$ cat config.mk
export PLATFORM = sky130hd
export DESIGN_NAME = div_seq_flat
export DESIGN_NICKNAME = d
export VERILOG_FILES = /design/src/rtl/div_seq_pkg.sv /design/src/rtl/div_seq_if.sv /design/src/rtl/div_seq.sv /design/src/flat_wrapper.sv
export SDC_FILE = /design/constraint.sdc
export NUM_CORES = 1
export LEC_CHECK = 0
export CAP_MARGIN = 40
export CORE_UTILIZATION = 48
export DETAILED_ROUTE_END_ITERATION = 6
export PLACE_DENSITY = 0.69
export REMOVE_ABC_BUFFERS = 1
export SETUP_SLACK_MARGIN = 0.2
export SYNTH_ARGS = -nofsm -noshare
export SYNTH_HDL_FRONTEND = slang
export SYNTH_SLANG_ARGS = --single-unit
$ cat constraint.sdc
create_clock -name clk -period 5.4 [get_ports clk]
set_input_delay 1.35 -clock clk [delete_from_list [all_inputs] [get_ports clk]]
set_output_delay 1.35 -clock clk [all_outputs]
set_load 0.1 [all_outputs]
$ cat src/rtl/div_seq_pkg.sv
// rtl/div_seq_pkg.sv - shared state codes, widths and aluop codes for the sequential divider
package div_seq_pkg;

  // Default operand width of the integer datapath.
  localparam int DIV_WIDTH = 32;

  // Divider sequencer states, 2-bit encoding.
  typedef enum logic [1:0] {
    DIV_FREE    = 2'b00,
    DIV_BY_ZERO = 2'b01,
    DIV_ON      = 2'b10,
    DIV_END     = 2'b11
  } div_state_e;

  // Result-ready strobe levels.
  localparam logic DIV_RESULT_READY     = 1'b1;
  localparam logic DIV_RESULT_NOT_READY = 1'b0;

  // EX-stage aluop codes served by this unit; EX decodes them to start_i/signed_i.
  typedef enum logic [1:0] {
    EXE_DIV  = 2'b00,
    EXE_DIVU = 2'b01,
    EXE_REM  = 2'b10,
    EXE_REMU = 2'b11
  } div_aluop_e;

endpackage

$ cat src/rtl/div_seq_if.sv
// rtl/div_seq_if.sv - request/response bundle between EX stage (master) and divider (slave)
interface div_seq_if
  import div_seq_pkg::*;
#(
  parameter int WIDTH = DIV_WIDTH
);

  logic             start_i;
  logic             signed_i;
  logic [WIDTH-1:0] dividend_i;
  logic [WIDTH-1:0] divisor_i;
  logic             annul_i;
  logic             busy_o;
  logic             ready_o;
  logic [WIDTH-1:0] result_o;
  logic [WIDTH-1:0] rem_o;

  modport master (
    output start_i, signed_i, dividend_i, divisor_i, annul_i,
    input  busy_o, ready_o, result_o, rem_o
  );

  modport slave (
    input  start_i, signed_i, dividend_i, divisor_i, annul_i,
    output busy_o, ready_o, result_o, rem_o
  );

endinterface

$ cat src/rtl/div_seq.sv
// rtl/div_seq.sv - radix-2 restoring divider sequencer (DIV/DIVU/REM/REMU); option DIV_ZERO_FASTPATH_EN
module div_seq
  import div_seq_pkg::*;
#(
  parameter int WIDTH = DIV_WIDTH
) (
  input  logic      clk,
  input  logic      rst,
  div_seq_if.slave  bus
);

  localparam int            CW   = (WIDTH > 1) ? $clog2(WIDTH) : 1;
  localparam logic [CW-1:0] LAST = CW'(WIDTH - 1);

  function automatic logic [WIDTH-1:0] negate(input logic [WIDTH-1:0] v);
    return (~v) + WIDTH'(1);
  endfunction

  // Magnitude is only taken for signed operations with the sign bit set.
  function automatic logic [WIDTH-1:0] magnitude(input logic [WIDTH-1:0] v, input logic sgn);
    return (sgn && v[WIDTH-1]) ? negate(v) : v;
  endfunction

  div_state_e       state_q, state_d;
  logic [CW-1:0]    cnt_q, cnt_d;
  logic [WIDTH-1:0] rem_q, rem_d;     // partial remainder
  logic [WIDTH-1:0] quo_q, quo_d;     // dividend shifted out / quotient shifted in
  logic [WIDTH-1:0] dvsr_q, dvsr_d;   // |divisor|
  logic [WIDTH-1:0] dvnd_q, dvnd_d;   // original dividend bits, for divide-by-zero
  logic [WIDTH-1:0] res_q, res_d;
  logic [WIDTH-1:0] remo_q, remo_d;
  logic             neg_a_q, neg_a_d;
  logic             neg_b_q, neg_b_d;
  logic             zero_q, zero_d;

  logic [WIDTH:0]   shifted;
  logic             ge;
  logic [WIDTH-1:0] quo_fix, rem_fix;
  logic             ready;

  // One restoring step and the END-state sign fix-up / divide-by-zero override.
  always_comb begin
    shifted = {rem_q, quo_q[WIDTH-1]};
    ge      = (shifted >= {1'b0, dvsr_q});
    quo_fix = (neg_a_q ^ neg_b_q) ? negate(quo_q) : quo_q;
    rem_fix = neg_a_q ? negate(rem_q) : rem_q;
    if (zero_q) begin
      quo_fix = '1;
      rem_fix = dvnd_q;
    end
  end

  // Next-state and datapath update; annul overrides everything outside IDLE.
  always_comb begin
    state_d = state_q;
    cnt_d   = cnt_q;
    rem_d   = rem_q;
    quo_d   = quo_q;
    dvsr_d  = dvsr_q;
    dvnd_d  = dvnd_q;
    res_d   = res_q;
    remo_d  = remo_q;
    neg_a_d = neg_a_q;
    neg_b_d = neg_b_q;
    zero_d  = zero_q;
    case (state_q)
      DIV_FREE: begin
        if (bus.start_i && !bus.annul_i) begin
          neg_a_d = bus.signed_i & bus.dividend_i[WIDTH-1];
          neg_b_d = bus.signed_i & bus.divisor_i[WIDTH-1];
          dvnd_d  = bus.dividend_i;
          quo_d   = magnitude(bus.dividend_i, bus.signed_i);
          dvsr_d  = magnitude(bus.divisor_i, bus.signed_i);
          rem_d   = '0;
          cnt_d   = '0;
          zero_d  = (bus.divisor_i == '0);
`ifdef DIV_ZERO_FASTPATH_EN
          state_d = (bus.divisor_i == '0) ? DIV_BY_ZERO : DIV_ON;
`else
          state_d = DIV_ON;
`endif
        end
      end
      DIV_BY_ZERO: state_d = DIV_END;
      DIV_ON: begin
        rem_d = ge ? (shifted[WIDTH-1:0] - dvsr_q) : shifted[WIDTH-1:0];
        quo_d = {quo_q[WIDTH-2:0], ge};
        cnt_d = cnt_q + CW'(1);
        if (cnt_q == LAST) state_d = DIV_END;
      end
      DIV_END: begin
        res_d   = quo_fix;
        remo_d  = rem_fix;
        state_d = DIV_FREE;
      end
      default: state_d = DIV_FREE;
    endcase
    if (bus.annul_i && state_q != DIV_FREE) begin
      state_d = DIV_FREE;
      res_d   = res_q;
      remo_d  = remo_q;
    end
  end

  // State and datapath registers with synchronous active-high reset.
  always_ff @(posedge clk) begin
    if (rst) begin
      state_q <= DIV_FREE;
      cnt_q   <= '0;
      rem_q   <= '0;
      quo_q   <= '0;
      dvsr_q  <= '0;
      dvnd_q  <= '0;
      res_q   <= '0;
      remo_q  <= '0;
      neg_a_q <= 1'b0;
      neg_b_q <= 1'b0;
      zero_q  <= 1'b0;
    end else begin
      state_q <= state_d;
      cnt_q   <= cnt_d;
      rem_q   <= rem_d;
      quo_q   <= quo_d;
      dvsr_q  <= dvsr_d;
      dvnd_q  <= dvnd_d;
      res_q   <= res_d;
      remo_q  <= remo_d;
      neg_a_q <= neg_a_d;
      neg_b_q <= neg_b_d;
      zero_q  <= zero_d;
    end
  end

  // Results are presented combinationally during END so they line up with ready_o.
  assign ready        = (state_q == DIV_END) && !bus.annul_i;
  assign bus.ready_o  = ready ? DIV_RESULT_READY : DIV_RESULT_NOT_READY;
  assign bus.busy_o   = (state_q != DIV_FREE);
  assign bus.result_o = ready ? quo_fix : res_q;
  assign bus.rem_o    = ready ? rem_fix : remo_q;

endmodule

$ cat src/flat_wrapper.sv
// flat-port wrapper written by rule: the top's interface ports become plain ports
module div_seq_flat import div_seq_pkg::*;
#(
  parameter int WIDTH = DIV_WIDTH
)
  (clk, rst, bus_start_i, bus_signed_i, bus_dividend_i, bus_divisor_i, bus_annul_i, bus_busy_o, bus_ready_o, bus_result_o, bus_rem_o);
  div_seq_if #(.WIDTH(WIDTH)) bus_i ();
  input  logic clk;
  input  logic rst;
  input wire logic [$bits(bus_i.start_i)-1:0] bus_start_i;
  input wire logic [$bits(bus_i.signed_i)-1:0] bus_signed_i;
  input wire logic [$bits(bus_i.dividend_i)-1:0] bus_dividend_i;
  input wire logic [$bits(bus_i.divisor_i)-1:0] bus_divisor_i;
  input wire logic [$bits(bus_i.annul_i)-1:0] bus_annul_i;
  output wire logic [$bits(bus_i.busy_o)-1:0] bus_busy_o;
  output wire logic [$bits(bus_i.ready_o)-1:0] bus_ready_o;
  output wire logic [$bits(bus_i.result_o)-1:0] bus_result_o;
  output wire logic [$bits(bus_i.rem_o)-1:0] bus_rem_o;
  assign bus_i.start_i = bus_start_i;
  assign bus_i.signed_i = bus_signed_i;
  assign bus_i.dividend_i = bus_dividend_i;
  assign bus_i.divisor_i = bus_divisor_i;
  assign bus_i.annul_i = bus_annul_i;
  assign bus_busy_o = bus_i.busy_o;
  assign bus_ready_o = bus_i.ready_o;
  assign bus_result_o = bus_i.result_o;
  assign bus_rem_o = bus_i.rem_o;
  div_seq #(.WIDTH(WIDTH)) u_core (.clk(clk), .rst(rst), .bus(bus_i));
endmodule
Word level (Yosys, flattened, before mapping)

Cells that the tools add are included.

Register bits after elaboration: 202
Input port bits: 69
Output and inout port bits: 66

$add $sub $neg: 6
Order comparisons: 1
Equal/unequal tests: 6
Mux-type cells: 19
Bitwise gates (word level): 8
Reduce and logical (&&, ||, !) cells: 15

Operators with widths:

| cell                    | count |
|---|---|
| $mux W32                | 11 |
| $add A32 B1 Y32 const B | 4 |
| $not A32 Y32            | 4 |
| $pmux W32 S2            | 2 |
| $ge A33 B32 Y1          | 1 |
| $logic_not A32 Y1       | 1 |
| $sub A32 B32 Y32        | 1 |
| $pmux W5 S2             | 1 |
| $pmux W2 S4             | 1 |
| $reduce_and A2 Y1       | 4 |
| $add A5 B1 Y5 const B   | 1 |
| $eq A5 B5 Y1 const B    | 1 |
| $logic_and A1 B1 Y1     | 5 |
| $mux W5                 | 1 |
| $eq A2 B2 Y1 const B    | 2 |
| $mux W2                 | 2 |
| $ne A2 B1 Y1 const B    | 2 |
| $reduce_bool A2 Y1      | 2 |
| $and A1 B1 Y1           | 2 |
| $eq A2 B1 Y1 const B    | 1 |
| $logic_not A2 Y1        | 1 |
| $reduce_or A2 Y1        | 1 |
| $logic_not A1 Y1        | 1 |
| $mux W1                 | 1 |
| other kinds (2)         | 2 |

Longest topological paths before layout

Gate-level depths: netlist (run 1).

Depth after elaboration: 5
Gate-level depth with buffers: 14
Gate-level depth less buffers: 13

Least setup slack after synthesis (run 1)

No wires, ideal clock.

Path type: register -> output
Start point: reg u_core.quo_q[2]
End point: out bus_result_o[31]
Arrival: 4.187 ns
Required time: 4.050 ns
Setup slack: -0.137 ns
Stages on the path, launching flop included: 11
Path through: dfxtp_1 -> buf_2 -> or4_4 -> nor4_2 -> nand2_2 -> nor4_4 -> and3_1 -> a21oi_1 -> xnor2_1 -> nor2_1 -> o21ai_0

Longest elaborated chain between the ends: 5

Ends and longest elaborated chain:

| what                     | RTL line           | source |
|---|---|---|
| start: declaration       | div_seq.sv:27      | `logic [WIDTH-1:0] quo_q, quo_d;` |
| start signal: assignment | div_seq.sv:123     | `quo_q <= quo_d;` |
| $not A32 Y32             | div_seq.sv:16      | `return (~v) + WIDTH'(1);` |
| $add A32 B1 Y32          | div_seq.sv:16      |  |
| $mux W32                 | div_seq.sv:45      | `quo_fix = (neg_a_q ^ neg_b_q) ? negate(quo_q) : quo_q;` |
| $mux W32                 | div_seq.sv:47      | `if (zero_q) begin` |
| $mux W32                 | div_seq.sv:138     | `assign bus.result_o = ready ? quo_fix : res_q;` |
| end: declaration         | flat_wrapper.sv:17 | `output wire logic [$bits(bus_i.result_o)-1:0] bus_result_o;` |

No other way between the ends.

Worst setup path after layout (run 1)

Start point: reg u_core.rem_q[2]
End point: out bus_rem_o[30]

Longest elaborated chain between the ends: 5

Ends and longest elaborated chain:

| what                     | RTL line           | source |
|---|---|---|
| start: declaration       | div_seq.sv:26      | `logic [WIDTH-1:0] rem_q, rem_d;` |
| start signal: assignment | div_seq.sv:122     | `rem_q <= rem_d;` |
| $not A32 Y32             | div_seq.sv:16      |  |
| $add A32 B1 Y32          | div_seq.sv:16      |  |
| $mux W32                 | div_seq.sv:46      | `rem_fix = neg_a_q ? negate(rem_q) : rem_q;` |
| $mux W32                 | div_seq.sv:47      |  |
| $mux W32                 | div_seq.sv:139     | `assign bus.rem_o = ready ? rem_fix : remo_q;` |
| end: declaration         | flat_wrapper.sv:18 | `output wire logic [$bits(bus_i.rem_o)-1:0] bus_rem_o;` |

No other way between the ends.

==> flow_summary.json, run 1 <==
{
  "status": "finished with violations",
  "violations": "DRC",
  "p_seq_frac": 0.328,
  "yosysSeqAreaShare": 0.314,
  "holdCritStartpoint": "u_core.dvnd_q[28]",
  "power_mw": 5.45,
  "drt-total-wl_um": 34100,
  "final_net_count": 1921,
  "reg2reg_to": "u_core.rem_q[5]",
  "finalHoldViolations": 0,
  "yosysUniqueCellTypes": 70,
  "setup_viol": 0,
  "dr_total_vias": 12100,
  "fmax_mhz": 213,
  "rrSetupSlack_ns": 1.79,
  "ctsHoldBuffers": 0,
  "ys_seq_elements": 202,
  "cts_tree": "built",
  "crit_buf_inv": 1,
  "synthCells": 1749,
  "synthFlopType": "dfxtp_1",
  "dr.pass1.iters": 7,
  "yosys_warnings": 0,
  "holdPathEnd": "u_core.dvnd_q[28]",
  "start_util": 0.492,
  "p_comb_frac": 0.383,
  "power_leakage_nw": 6.04,
  "overflow": 0,
  "cp_cell_sequence": "nor4_2, nand3_1, or2_1, nand2b_1, o21ai_0, xor2_1, nor2_1, nor2_1, o21ai_0, buf_4",
  "min_path_cells": 2,
  "swShare": 0.386,
  "power.switching_mw": 2.10,
  "dp_hpwl_um": 25100,
  "io_buffers": 134,
  "post-route-period-util": 0.869,
  "critical_path.top_delay_family": "simple AND/OR/NAND/NOR gates",
  "p_int_mw": 3.34,
  "dp.cells": 2118,
  "slowest_stage": "nor4_2",
  "design_area_mm2": 0.0150,
  "antennaDiodeCount": 0,
  "syn_area_per_cell_um2": 7.37,
  "crit_required_ns": 4.05,
  "crit_type": "reg2out",
  "grt_pass1_vias": 11200,
  "path_clk_slew_ns": 0.06,
  "syn_area_mm2": 0.0129,
  "drtIter0Drc": 963,
  "power.density_mw_per_mm2": 362,
  "wl_per_cell_um": 15.8,
  "num-fill-cells": 2562,
  "critPathLaunchType": "flop",
  "io_pins": 135,
  "grt_pass1_wl_um": 56500,
  "track_usage": 0.244,
  "hold_path.class": "reg2reg",
  "reg2regPathDepth": 11,
  "critPathCaptureType": "output port",
  "clockRootBuffer": "clkbuf_16",
  "drcViolationCount": 14,
  "ctsLongestPathBuffers": 3,
  "die_w_um": 166,
  "drv_slew": 0,
  "arrival_ns": 3.34,
  "htreeDepth": 1,
  "vdd_drop_max_mv": 0.236,
  "slowest_delay_ns": 0.45,
  "viasPerCell": 5.60,
  "core_mm2": 0.0262,
  "clock_latency_ns": 0.51,
  "maxCapViolCount": 0,
  "period_needed_ns": 4.69,
  "worstMarginPinSlew_ns": 0.869,
  "post-route-util": 0.574,
  "r2r-start": "u_core.rem_q[0]",
  "grt_antenna_before_repair": 0,
  "dieArea_mm2": 0.0275,
  "cts-buffers-inserted": 24,
  "synth-edff-count": 0,
  "drt.antenna.violating_nets": 0,
  "placed_area_mm2": 0.0143,
  "synthToLayoutAreaGrowth_pct": 16.8,
  "async_reset_ff_frac": 0,
  "layout-drive-gt1-share": 0.0848,
  "finalNonFillerCells": 2162,
  "die_y_um": 166,
  "clock_sinks": 202,
  "rsz0062_at_grt": "no",
  "relSlewSlack": 0.419,
  "finalClockSkew_ns": 0.0241,
  "clkPwrFrac": 0.289,
  "rows": 59,
  "gp_congestion": 0.909,
  "worstPathMaxFanout": 7,
  "grt_max_degree": 114
}
state kept, by name (all words and copies together), names as in the netlist, 2 cells and up:
name and count:
u_core.dvnd_q 32, u_core.dvsr_q 32, u_core.quo_q 32, u_core.rem_q 32, u_core.remo_q 32, u_core.res_q 32
u_core.cnt_q 5, u_core.state_q 2
how the worst max path moves through the flow:
stage                         start            end  depth (start not counted)
finish              u_core.rem_q[2]  bus_rem_o[30]                         10
CTS                 u_core.rem_q[2]  bus_rem_o[30]                         10
detailed placement      bus_annul_i  bus_rem_o[10]                          6
global placement        bus_annul_i   bus_rem_o[5]                          6
global route        u_core.rem_q[2]  bus_rem_o[30]                         10
floorplan               bus_annul_i   bus_rem_o[0]                          2
cell families after synthesis:
group	Yosys count	synth area share
and+or+nand+nor	634	0.217
AOI/OAI and AO/OA	517	0.251
DFF	202	0.314
xor gates and xnor gates	146	0.0993
muxes	25	0.0194
buffers and inverters	182	0.0567
adders and majority gates	43	0.0423
per-stage QoR:
step	worst slack [ns]	hold slack (ns)	TNS [ns]
after global placement	0.912	0.440	0
after detailed placement	0.861	0.442	0
after CTS	0.456	0.450	0
after floorplan	-1.47	0.426	-130.35
final	0.706	0.451	0
after global routing	0.391	0.476	0
power by group through the flow:
stage / combinational [mW] / clock, mW / sequential, mW
floorplan: 1.53 / 0 / 1.78
global placement: 2.03 / 0 / 1.81
detailed placement: 2.08 / 0 / 1.81
CTS: 2.09 / 1.60 / 1.78
global route: 2.31 / 1.67 / 1.81
finish: 2.09 / 1.58 / 1.78
cell type report:
type	count	area, um2	area share
well taps	335	419	0.0279
repair buffers	156	1440	0.0956
flip-flops and latches	202	4050	0.269
inverters	60	225	0.0150
multi-input cells	1365	8150	0.541
clock buffers	37	711	0.0472
clock inverters	7	62.6	0.00416
worst min-delay path: stages, from the launching register on:
cell	delay [ns]
dfxtp_1	0.30
nand2_1	0.05
a21oi_1	0.05
metal layers:
layer	vias to the layer above	global-route usage	wire, um
li1	6268	-	-
met1	5499	0.328	15800
met2	290	0.407	15600
met3	56	0.0255	1650
met4	0	0.0853	1050
met5	-	0	0
cells in the mapped netlist, drive strengths merged, types with 13 or more instances:
library cell    n  area share
a211oi         71       0.041
a21o           19       0.011
a21oi         160       0.062
a222oi         21       0.016
buf            13      0.0066
clkbuf        107       0.031
dfxtp         202        0.31
ha             42       0.041
inv            60       0.017
mux2i          25       0.019
nand2         236       0.069
nand3          16      0.0062
nor2          254       0.074
nor3           25       0.011
nor4           19       0.012
o21ai         146       0.057
o31ai          28       0.016
o41ai          13       0.010
or3            14      0.0074
xnor2          70       0.048
xor2           76       0.052
timing repair:
| action | 4_1_cts | 5_1_grt |
|---|---|---|
| setup endpoints to repair | 0 | 2 |
| resized for setup | 0 | 1 |
| buffers inserted | 0 | 0 |
cell usage in the layout, fill, tap and decap left out, drive strengths merged, types with 19 or more instances in the layout:
master and count:
a222oi 21, o31ai 28, clkbuf 37, a211oi 71
mux2i 25, xnor2 70, nor3 25, inv 60
dfxtp 202, a21oi 160, o21ai 146, ha 42
buf 88, nor2 254, a21o 19, nand2 236
nor4 19, clkdlybuf4s50 68, xor2 76
Note: power is estimated with default switching activity, not from simulation.
==> run 2, diff against run 1 <==
- ABC_AREA: default -> 1
- CORE_MARGIN: default -> 3
- PLACE_DENSITY: 0.69 -> 0.68
==> flow_summary.json, run 2 <==
{
  "status": "finished, final reports clean",
  "finalHoldViolations": 0,
  "met2_usage": 0.439,
  "grt_antenna_before_repair": 2,
  "cts_resized": 0,
  "setup_viol": 0,
  "clock_sinks": 202,
  "power_mw": 9.87,
  "grt_use_met1": 0.426,
  "rrSetupSlack_ns": 2.53,
  "grt_max_degree": 82,
  "reg2reg_to": "u_core.rem_q[31]",
  "p_int_mw": 4.79,
  "clkPwrFrac": 0.187,
  "dieArea_mm2": 0.0354,
  "holdCritStartpoint": "u_core.dvnd_q[17]",
  "yosysSeqAreaShare": 0.254,
  "arrival_ns": 3.24,
  "drt-total-wl_um": 51600,
  "wl_per_cell_um": 16.0,
  "clockRootBuffer": "clkbuf_16",
  "die_y_um": 188,
  "syn_area_per_cell_um2": 5.94,
  "yosysUniqueCellTypes": 51,
  "final_net_count": 2867,
  "path_clk_slew_ns": 0.06,
  "yosysMostFrequentCell": "nand2_1",
  "synthToLayoutAreaGrowth_pct": 19.8,
  "grt_use_met3": 0.0378,
  "synth-edff-count": 0,
  "gp_congestion": 0.955,
  "overflow": 0,
  "rsz0062_at_grt": "no",
  "htreeDepth": 1,
  "viasPerCell": 5.34,
  "maxCapViolCount": 0,
  "synthFlopType": "dfxtp_1",
  "r2r-start": "u_core.rem_q[27]",
  "async_reset_ff_frac": 0,
  "grt_busiest_layer": "met2",
  "layout-drive-gt1-share": 0.101,
  "hold_ws_ns": 0.450,
  "reg2regPathDepth": 11,
  "drt.antenna.violating_nets": 0,
  "synth_area_leaders": "dfxtp_1 (25%), nand2_1 (16%), inv_1 (10%), o21ai_0 (7.2%), nor2_1 (6.1%)",
  "p_comb_frac": 0.614,
  "core_mm2": 0.0326,
  "post_cts_buffers": 0,
  "power_leakage_nw": 9.13,
  "swShare": 0.514,
  "dr.pass1.iters": 5,
  "ctsHoldBuffers": 0,
  "finalClockSkew_ns": 0.0103,
  "power.switching_mw": 5.08,
  "synth_area_leader_cell": "dfxtp_1",
  "start_util": 0.489,
  "cts_tree": "built",
  "dp_hpwl_um": 40000,
  "synth_commonest_cells": "nand2_1 (681), inv_1 (438), nor2_1 (258)",
  "holdPathEnd": "u_core.dvnd_q[17]",
  "power.density_mw_per_mm2": 517,
  "critPathCaptureType": "output port",
  "ctsLongestPathBuffers": 3,
  "vdd_drop_max_mv": 0.416,
  "crit_required_ns": 4.05,
  "die_w_um": 188,
  "clock_latency_ns": 0.53,
  "crit_type": "reg2out",
  "yosys_warnings": 0,
  "syn_area_mm2": 0.0159,
  "critPathLaunchType": "flop",
  "synth_top_area_share": 0.254,
  "layout_commonest_cell": "nand2_1",
  "dr_total_vias": 17200,
  "relSlewSlack": 0.388,
  "grt_pass1_vias": 15800,
  "io_pins": 135,
  "ys_seq_elements": 202,
  "io_buffers": 134,
  "cts-buffers-inserted": 26,
  "drv_slew": 0,
  "post-route-period-util": 0.850,
  "synthCells": 2683,
  "rows": 66,
  "worstMarginPinSlew_ns": 0.917,
  "fmax_mhz": 218,
  "track_usage": 0.286,
  "worstPathMaxFanout": 33,
  "final_cell_mix": "nand2_1 (681), inv_1 (436), nor2_1 (256)",
  "hold_path.class": "reg2reg",
  "p_seq_frac": 0.199,
  "min_path_cells": 2,
  "drtIter0Drc": 1528,
  "period_needed_ns": 4.59,
  "grt_pass1_wl_um": 83300,
  "drcViolationCount": 0
}
-- run 2: changes by cell type in the layout (fill, tap and decap cells not counted), moves of 61 or more --
cell / previous run / this run
a211oi_1: 71 / 4
buf_12: 5 / 66
inv_1: 60 / 436
nand2_1: 235 / 681
nand3_1: 16 / 189
o21ai_0: 138 / 229
-- run 2: power by group through the flow --
stage / sequential [mW] / clock [mW] / combinational, mW
2_1_floorplan: 1.93 / 0 / 4.25
3_3_place_gp: 1.98 / 0 / 5.88
3_5_place_dp: 1.99 / 0 / 5.95
4_1_cts: 1.96 / 1.87 / 5.98
5_1_grt: 2.00 / 1.94 / 6.69
6_report: 1.96 / 1.84 / 6.06
-- run 2: per-layer routing --
metal | routed length [um] | part of all wire | vias to the layer above
met5 | 0 | 0 | -
met4 | 1120 | 0.022 | 0
met3 | 3500 | 0.068 | 69
met2 | 21800 | 0.42 | 545
met1 | 25200 | 0.49 | 7841
li1 | - | - | 8716
-- run 2: per-stage QoR --
stage,instances,setup slack (ns),area (um2),utilization,TNS (ns)
6_report,3217,0.810,19100,0.585,0
5_1_grt,3217,0.639,19100,0.585,0
4_1_cts,3215,0.842,19100,0.585,0
3_5_place_dp,3169,0.955,18200,0.557,0
3_3_place_gp,3167,1.02,18100,0.556,0
2_1_floorplan,2570,-6.15,15400,-,-295.69
-- run 2: how the worst max path moves through the flow --
stage | from | endpoint | slack [ns] | cells after the start
detailed placement | bus_annul_i | bus_result_o[6] | 0.96 | 6
global placement | bus_annul_i | bus_rem_o[9] | 1.02 | 6
finish | u_core.neg_a_q | bus_result_o[17] | 0.81 | 11
floorplan | bus_annul_i | bus_rem_o[0] | -6.15 | 3
CTS | u_core.neg_a_q | bus_result_o[17] | 0.84 | 11
global route | u_core.neg_a_q | bus_result_o[10] | 0.64 | 10
-- run 2: cell families after synthesis --
group,count (synthesis),share of synthesized area
compound gates,525,0.181
xor+xnor,40,0.0220
fa+ha+maj,43,0.0342
buf+inv,570,0.141
flops,202,0.254
simple gates,1303,0.368
-- run 2: critical path, stage by stage, from the launching register on --
cell	delay, ns
dfxtp_1	0.31
buf_4	0.23
nand2_1	0.10
nand2_1	0.49
inv_1	0.17
buf_4	0.35
o21ai_1	0.18
or2_2	0.30
nand3_1	0.10
nand2_1	0.06
o21ai_0	0.16
buf_12	0.23
-- run 2: layout make-up --
type | count | area (um2)
Clock buffer | 36 | 779
Sequential cell | 202 | 4040
Timing Repair Buffer | 157 | 2180
Tap cell | 442 | 553
Inverter | 457 | 1720
Clock inverter | 10 | 141
Antenna cell | 2 | 5.00
Multi-Input combinational cell | 1911 | 9670
Fill cell | 3221 | 13500
==> run 3, diff against run 2 <==
- PLACE_DENSITY: 0.68 -> 0.71
- clock period: 5.4 -> 3.7 ns (I/O delays scaled with it)
==> flow_summary.json, run 3 (synthesis gave the netlist of run 2 again) <==
{
  "cts-buffers-inserted": 25,
  "track_usage": 0.291,
  "drcViolationCount": 0,
  "hold_ws_ns": 0.454,
  "reg2reg_to": "u_core.remo_q[24]",
  "crit_buf_inv": 1,
  "worstMarginPinSlew_ns": 0.754,
  "layout_commonest_cell": "nand2_1",
  "path_clk_slew_ns": 0.06,
  "reg2regPathDepth": 29,
  "drtIter0Drc": 1737,
  "p_comb_frac": 0.637,
  "status": "finished, final reports clean",
  "design_area_mm2": 0.0200,
  "crit_type": "reg2out",
  "fin_setup_tns_ns": 0,
  "core_mm2": 0.0326,
  "holdCritStartpoint": "u_core.dvnd_q[6]",
  "grt_pass1_wl_um": 85000,
  "dr.pass1.iters": 5,
  "multi_input_area_mm2": 0.0101,
  "rows": 66,
  "crit_required_ns": 2.77,
  "arrival_ns": 2.59,
  "holdPathEnd": "u_core.dvnd_q[6]",
  "io_buffers": 134,
  "post-route-period-util": 0.949,
  "period_needed_ns": 3.51,
  "worstPathMaxFanout": 5,
  "slowest_stage": "dfxtp_2",
  "clock_sinks": 202,
  "ctsHoldBuffers": 0,
  "swShare": 0.514,
  "maxCapViolCount": 0,
  "fmax_mhz": 285,
  "drt-total-wl_um": 53300,
  "htreeDepth": 1,
  "setup_viol": 0,
  "hold_path.class": "reg2reg",
  "power_mw": 15.1,
  "p_int_mw": 7.35,
  "power.density_mw_per_mm2": 755,
  "relSlewSlack": 0.498,
  "placed_area_mm2": 0.0183,
  "drt.antenna.violating_nets": 0,
  "grt_max_degree": 133,
  "viasPerCell": 5.43,
  "grt_pass1_vias": 16700,
  "critPathCaptureType": "output port",
  "die_w_um": 188,
  "clkPwrFrac": 0.171,
  "clock_latency_ns": 0.56,
  "wl_per_cell_um": 16.3,
  "vdd_drop_max_mv": 0.592,
  "dp_hpwl_um": 39000,
  "rrSetupSlack_ns": 0.30,
  "die_y_um": 188,
  "gp_congestion": 0.976,
  "ff_latch_area_mm2": 0.00408,
  "start_util": 0.489,
  "p_seq_frac": 0.192,
  "slowest_delay_ns": 0.37,
  "power.switching_mw": 7.76,
  "critical_path.top_delay_family": "simple AND/OR/NAND/NOR gates",
  "num-fill-cells": 3076,
  "critPathLaunchType": "flop",
  "dr_total_vias": 17800,
  "layout-drive-gt1-share": 0.157,
  "cts_tree": "built",
  "io_pins": 135,
  "r2r-start": "u_core.rem_q[1]",
  "synthToLayoutAreaGrowth_pct": 25.6,
  "rsz0062_at_grt": "yes",
  "drv_slew": 0,
  "final_net_count": 2920,
  "finalClockSkew_ns": 0.0191,
  "final_cell_mix": "nand2_1 (675), inv_1 (421), nor2_1 (228)",
  "power_leakage_nw": 9.56,
  "overflow": 0,
  "ctsLongestPathBuffers": 3,
  "min_path_cells": 2,
  "finalHoldViolations": 0,
  "dieArea_mm2": 0.0354,
  "grt_antenna_before_repair": 4,
  "cp_cell_sequence": "nor2_4, nand3_2, nor2_2, nand3_2, nor2_2, nor2_1, nand2_1, nand3_1, o21ai_0, nand2_1, o21ai_0, bufbuf_16",
  "clockRootBuffer": "clkbuf_16"
}
## run 3: area by class of cell
type,count,area share
Multi-Input combinational cell,1911,0.503
Sequential cell,202,0.204
Timing Repair Buffer,211,0.137
Inverter,457,0.0862
Clock buffer,37,0.0370
Tap cell,442,0.0276
Clock inverter,9,0.00600
Antenna cell,2,0.000250
## run 3: tightest hold or removal path: stages (launching register included)
cell     delay (ns)
dfxtp_1        0.29
inv_1          0.06
a21oi_1        0.05
## run 3: repair_timing
item / 4_1_cts / 5_1_grt
pin swaps: 6 / 20
resized for setup: 52 / 122
buffers inserted: 22 / 21
endpoints found under the setup margin: 28 / 46
## run 3: worst max-delay path by stage
stage / cells after the start / endpoint / slack, ns / from
finish: 12 / bus_rem_o[29] / 0.19 / u_core.rem_q[17]
global route: 15 / bus_rem_o[22] / 0.10 / u_core.rem_q[1]
CTS: 10 / bus_rem_o[13] / 0.18 / u_core.rem_q[5]
detailed placement: 6 / bus_result_o[8] / 0.25 / bus_annul_i
global placement: 6 / bus_result_o[1] / 0.30 / bus_annul_i
floorplan: 3 / bus_rem_o[0] / -7.00 / bus_annul_i
## run 3: metal layers
layer | part of all wire | track usage
met4 | 0.025 | 0.0895
met2 | 0.44 | 0.461
met1 | 0.45 | 0.410
met5 | 0.00041 | 0
met3 | 0.079 | 0.0428
## run 3: power by group through the flow
stage / Combinational [mW] / Sequential (mW) / Clock [mW]
floorplan: 6.21 / 2.82 / 0
global placement: 8.58 / 2.90 / 0
detailed placement: 8.70 / 2.91 / 0
CTS: 9.03 / 2.87 / 2.62
global route: 10.5 / 2.95 / 2.70
finish: 9.62 / 2.90 / 2.59
## run 3: metrics by stage
step                utilization  cells  worst slack [ns]
floorplan                     -   2570             -7.00
global placement          0.561   3180             0.297
detailed placement        0.561   3180             0.250
CTS                       0.599   3248             0.178
global route              0.614   3271             0.104
finish                    0.614   3271             0.187
